--- config.mk ---
export PLATFORM = sky130hd
export DESIGN_NAME = zhang_cnn_acc_requant
export DESIGN_NICKNAME = d
export VERILOG_FILES = /design/src/rtl/zhang_cnn_pkg.sv /design/src/rtl/zhang_cnn_requant.sv /design/src/rtl/zhang_cnn_acc_requant.sv
export SDC_FILE = /design/constraint.sdc
export NUM_CORES = 1
export LEC_CHECK = 0
export BUFFER_PORTS_ARGS = -buffer_cell sky130_fd_sc_hd__buf_2
export CAP_MARGIN = 20
export CORE_MARGIN = 5
export CORE_UTILIZATION = 40
export CTS_BUF_LIST = sky130_fd_sc_hd__clkbuf_8
export DETAILED_ROUTE_END_ITERATION = 12
export PLACE_DENSITY_LB_ADDON = 0.2
export SLEW_MARGIN = 20
export SYNTH_ARGS = -nofsm -noshare
export SYNTH_HDL_FRONTEND = slang
export SYNTH_SLANG_ARGS = --single-unit
export TNS_END_PERCENT = 5
--- constraint.sdc ---
create_clock -name ap_clk -period 7.1 [get_ports ap_clk]
set_input_delay 0.355 -clock ap_clk [delete_from_list [all_inputs] [get_ports ap_clk]]
set_output_delay 0.355 -clock ap_clk [all_outputs]
set_load 0.05 [all_outputs]
--- src/rtl/zhang_cnn_pkg.sv ---
// Shared widths, limits and FSM encoding for the CNN accumulate/requantise slice.
package zhang_cnn_pkg;
  localparam int PROD_W  = 16;
  localparam int ACT_W   = 9;
  localparam int SHIFT_W = 4;
  localparam int ACT_MAX = 511;

  typedef enum logic {
    S_ACC = 1'b0,
    S_OUT = 1'b1
  } state_t;
endpackage

--- src/rtl/zhang_cnn_requant.sv ---
// Combinational requantiser: round-half-up, arithmetic right shift, clamp to 9-bit unsigned.
module zhang_cnn_requant
  import zhang_cnn_pkg::*;
#(
  parameter int ACC_WIDTH = 32
) (
  input  logic signed [ACC_WIDTH-1:0] sum,
  input  logic        [SHIFT_W-1:0]   shift,
  output logic        [ACT_W-1:0]     data,
  output logic                        sat
);
  localparam logic signed [ACC_WIDTH:0] MAXV = (ACC_WIDTH+1)'(ACT_MAX);

  logic signed [ACC_WIDTH:0] sum_ext;
  logic signed [ACC_WIDTH:0] rnd;
  logic signed [ACC_WIDTH:0] r;

  always_comb begin
    // One extra bit so adding the rounding constant can never wrap.
    sum_ext = {sum[ACC_WIDTH-1], sum};
    rnd     = ((ACC_WIDTH+1)'(1) << shift) >> 1;
    r       = (sum_ext + rnd) >>> shift;
    sat     = (r < 0) || (r > MAXV);
    if (r < 0) begin
      data = '0;
    end else if (r > MAXV) begin
      data = ACT_W'(ACT_MAX);
    end else begin
      data = r[ACT_W-1:0];
    end
  end
endmodule

--- src/rtl/zhang_cnn_acc_requant.sv ---
// Window accumulator: sums ACC_LEN products plus bias, then presents one requantised activation.
module zhang_cnn_acc_requant
  import zhang_cnn_pkg::*;
#(
  parameter int ACC_LEN   = 9,
  parameter int ACC_WIDTH = 32
) (
  input  logic                      ap_clk,
  input  logic                      ap_rst,
  input  logic signed [PROD_W-1:0]  in_data,
  input  logic                      in_valid,
  output logic                      in_ready,
  input  logic signed [PROD_W-1:0]  bias,
  input  logic        [SHIFT_W-1:0] shift,
  output logic        [ACT_W-1:0]   out_data,
  output logic                      out_sat,
  output logic                      out_valid,
  input  logic                      out_ready
);
  localparam int CNT_W = (ACC_LEN > 1) ? $clog2(ACC_LEN) : 1;
  localparam logic [CNT_W-1:0] CNT_LAST = CNT_W'(ACC_LEN - 1);

  state_t                       state_reg;
  logic        [CNT_W-1:0]      cnt_reg;
  logic signed [ACC_WIDTH-1:0]  acc_reg;
  logic signed [ACC_WIDTH-1:0]  acc_next;
  logic        [SHIFT_W-1:0]    shift_reg;
  logic        [SHIFT_W-1:0]    shift_next;
  logic        [ACT_W-1:0]      out_data_reg;
  logic                         out_sat_reg;
  logic        [ACT_W-1:0]      rq_data;
  logic                         rq_sat;
  logic                         beat;
  logic                         first_beat;
  logic                         last_beat;

  assign in_ready   = (state_reg == S_ACC);
  assign out_valid  = (state_reg == S_OUT);
  assign out_data   = out_data_reg;
  assign out_sat    = out_sat_reg;
  assign beat       = in_valid && in_ready;
  assign first_beat = (cnt_reg == '0);
  assign last_beat  = (cnt_reg == CNT_LAST);

  // On the first beat bias/shift come straight from the ports so ACC_LEN=1 works.
  always_comb begin
    acc_next   = acc_reg + {{(ACC_WIDTH-PROD_W){in_data[PROD_W-1]}}, in_data};
    shift_next = shift_reg;
    if (first_beat) begin
      acc_next   = {{(ACC_WIDTH-PROD_W){bias[PROD_W-1]}}, bias}
                 + {{(ACC_WIDTH-PROD_W){in_data[PROD_W-1]}}, in_data};
      shift_next = shift;
    end
  end

  zhang_cnn_requant #(
    .ACC_WIDTH(ACC_WIDTH)
  ) u_requant (
    .sum  (acc_next),
    .shift(shift_next),
    .data (rq_data),
    .sat  (rq_sat)
  );

  always_ff @(posedge ap_clk) begin
    if (ap_rst) begin
      state_reg    <= S_ACC;
      cnt_reg      <= '0;
      acc_reg      <= '0;
      shift_reg    <= '0;
      out_data_reg <= '0;
      out_sat_reg  <= 1'b0;
    end else begin
      case (state_reg)
        S_ACC: begin
          if (beat) begin
            acc_reg   <= acc_next;
            shift_reg <= shift_next;
            if (last_beat) begin
              cnt_reg      <= '0;
              out_data_reg <= rq_data;
              out_sat_reg  <= rq_sat;
              state_reg    <= S_OUT;
            end else begin
              cnt_reg <= cnt_reg + 1'b1;
            end
          end
        end
        S_OUT: begin
          if (out_ready) begin
            state_reg <= S_ACC;
          end
        end
        default: state_reg <= S_ACC;
      endcase
    end
  end
endmodule

==> impl_metrics.toml <==
[run_status]
outcome = "finished clean"

[die]
core_area_um2 = 18700
die_h_um = 148
start_util = 0.407
die_x_um = 148
dieArea_um2 = 21900
core.rowCount = 50
ios = 52

[worst_setup_path]
critical_path.slowest_cell = "a221oi_4"
arrival_ns = 6.79
crit_fanout = 26
critPathTopFamily = "compound AO/OA/AOI/OAI gates"
required_ns = 7.30
critPathBufInv = 2
start_kind = "flop"
max_stage_delay_ns = 0.53
crit_type = "flop to flop"
worst_setup_path_end_kind = "flop"
r2r-start = "cnt_reg[0]"
startpoint = "cnt_reg[0]"

[pwr]
ir_drop_mv = 0.108
internal-power_uw = 853
leakage_uw = 0.00358
powerDensity_nw_per_um2 = 214
swShare = 0.512
p_sw_uw = 897
p_seq_frac = 0.187
power_uw = 1750
clkPwrFrac = 0.124
combPwrFrac = 0.689

[placement]
dp_cells = 1324
io_buffers = 51
dp.final_hpwl_um = 18900
gp_congestion = 0.896

[synth]
synthTopCellsByArea = "dfxtp_1, ha_1, nand2_1, a21oi_1, nor2_1"
synth_cell_types = 80
synthArstFlopShare = 0
syn_area_um2 = 7610
syn-num-nets = 1183
yosys_most_used_dff = "dfxtp_1"
yosys_warnings = 0
synth_area_leader_cell = "dfxtp_1"
ys_seq_area_frac = 0.134
synth_cells = 1076
synth_top_area_frac = 0.134
synth-edff-count = 0
synth_seq_cells = 51
synth.avg_cell_area_um2 = 7.07

[clock_tree]
clock-sinks = 51
cts_tree = "built"
postCtsSetupBuffers = 0
clk_pin_slew_ns = 0.11
ctsResizeCount = 0
cts_buffers = 5
cts_hold_buffers = 0
clkLatencyLatePin_ns = 0.33
clock_path_buffers = 2
cts_root_buf = "clkbuf_8"
htree_levels = 2

[global_route]
antenna_found_initial = 0
grtUsageTotal = 0.222
grt_pass1_vias = 7719
grt_max_degree = 48
grt_pass1_wl_um = 40400
grt-ovfl-total = 0

[job]
maxCapViolations = 0

[final_layout]
nets = 1204
largest_reg_flops = 32
final_util = 0.437
antenna_cells = 0
mostFrequentLayoutCells = "nand2_1, nor2_1, a21oi_1"
drive_above_1_share = 0.115
fin_cells = 1331
final_common_cell = "nand2_1"
syn_to_final_growth_pct = 7.53

[routing]
first_iter_violations = 554
routed_via_density = 6.11
num_vias = 8126
post_drt_wl_per_cell_um = 18.5
ant_nets = 0
first_pass_iters = 5
drc = 0
wl_um = 24600

[sta]
setup_viol = 0
slew_viol_final = 0
hold_viol = 0
period_share = 0.928
final.min_clock_period_ns = 6.59
clock-skew-final_ns = 0.0103
fin_setup_tns_ns = 0
worst_pin_slew_ns = 0.982
relSlewSlack = 0.345
fmax_mhz = 152
rsz0062_at_grt = "no"

[worst_hold_path]
min_from = "out_ready"
hold_class = "input port to flop"
[cell families (layout without fill, tap and decap cells)]
kind of cell | after synthesis | count (layout) | synth area share
XOR/XNOR | 61 | 61 | 0.0702
AO/OA/AOI/OAI | 362 | 362 | 0.329
adder cells (fa/ha/maj) | 67 | 67 | 0.113
buffers and inverters | 71 | 92 | 0.0401
flip-flops | 51 | 51 | 0.134
AND/OR/NAND/NOR | 433 | 433 | 0.271
multiplexers | 31 | 31 | 0.0421
[tightest hold or removal path, delay by kind of cell]
| kind | cells | cell delay (ns) |
|---|---|---|
| buf+inv | 1 | 0.07 |
| compound gates | 1 | 0.05 |
| simple gates | 1 | 0.08 |
[worst paths after layout]
check / end / cells past startpoint / slack (ns)
worst max-delay path: out_data[1] / 25 / 0.51
worst min-delay path: out_valid / 3 / 0.27
worst max register to register: out_data[1] / 25 / 0.51
worst min register to register: acc_reg[24] / 2 / 0.47
[metal layers]
metal / routed length, um / vias to the layer above / GRT usage
met5: 0 / - / 0
met4: 498 / 0 / 0.0550
met3: 1060 / 27 / 0.0270
met2: 11100 / 221 / 0.364
met1: 12000 / 3841 / 0.312
li1: - / 4037 / -
[layout make-up]
cell class / instances / area (um2)
Clock buffer: 5 / 68.8
Clock inverter: 2 / 33.8
Fill cell: 1972 / 10500
Inverter: 15 / 56.3
Sequential cell: 51 / 1020
Timing Repair Buffer: 70 / 398
Tap cell: 234 / 293
Multi-Input combinational cell: 954 / 6310
[per-stage QoR]
| stage | setup WS, ns | cell area, um2 | hold slack, ns |
|---|---|---|---|
| 3_5_place_dp | 0.280 | 8080 | 0.454 |
| 6_report | 0.514 | 8180 | 0.269 |
| 5_1_grt | 0.0548 | 8180 | 0.276 |
| 4_1_cts | 0.566 | 8180 | 0.251 |
| 2_1_floorplan | 0.902 | 7610 | 0.436 |
| 3_3_place_gp | 0.392 | 8080 | 0.451 |
[power by group through the flow]
stage | clock network, uW | registers, uW | logic [uW]
4_1_cts | 228 | 327 | 1190
3_5_place_dp | 0 | 334 | 1180
3_3_place_gp | 0 | 332 | 1180
5_1_grt | 237 | 330 | 1330
6_report | 217 | 327 | 1210
2_1_floorplan | 0 | 329 | 898
[Yosys cell counts (all sizes together) (6+ instances only)]
library cell	instances
a21o	30
nand3	27
and2	6
xor2	21
a211oi	23
and3	18
o21ai	57
buf	27
nor2	118
a31oi	11
o21bai	10
dfxtp	51
nand4	14
xnor2	40
nor3	32
a21oi	117
ha	64
o211a	9
or2	7
clkbuf	29
nand2	160
o2111a	6
mux2i	26
and4	6
inv	15
o211ai	22
nand2b	15
a32oi	14
or3	10
o21a	13
Power figures use the tool's default switching activity.
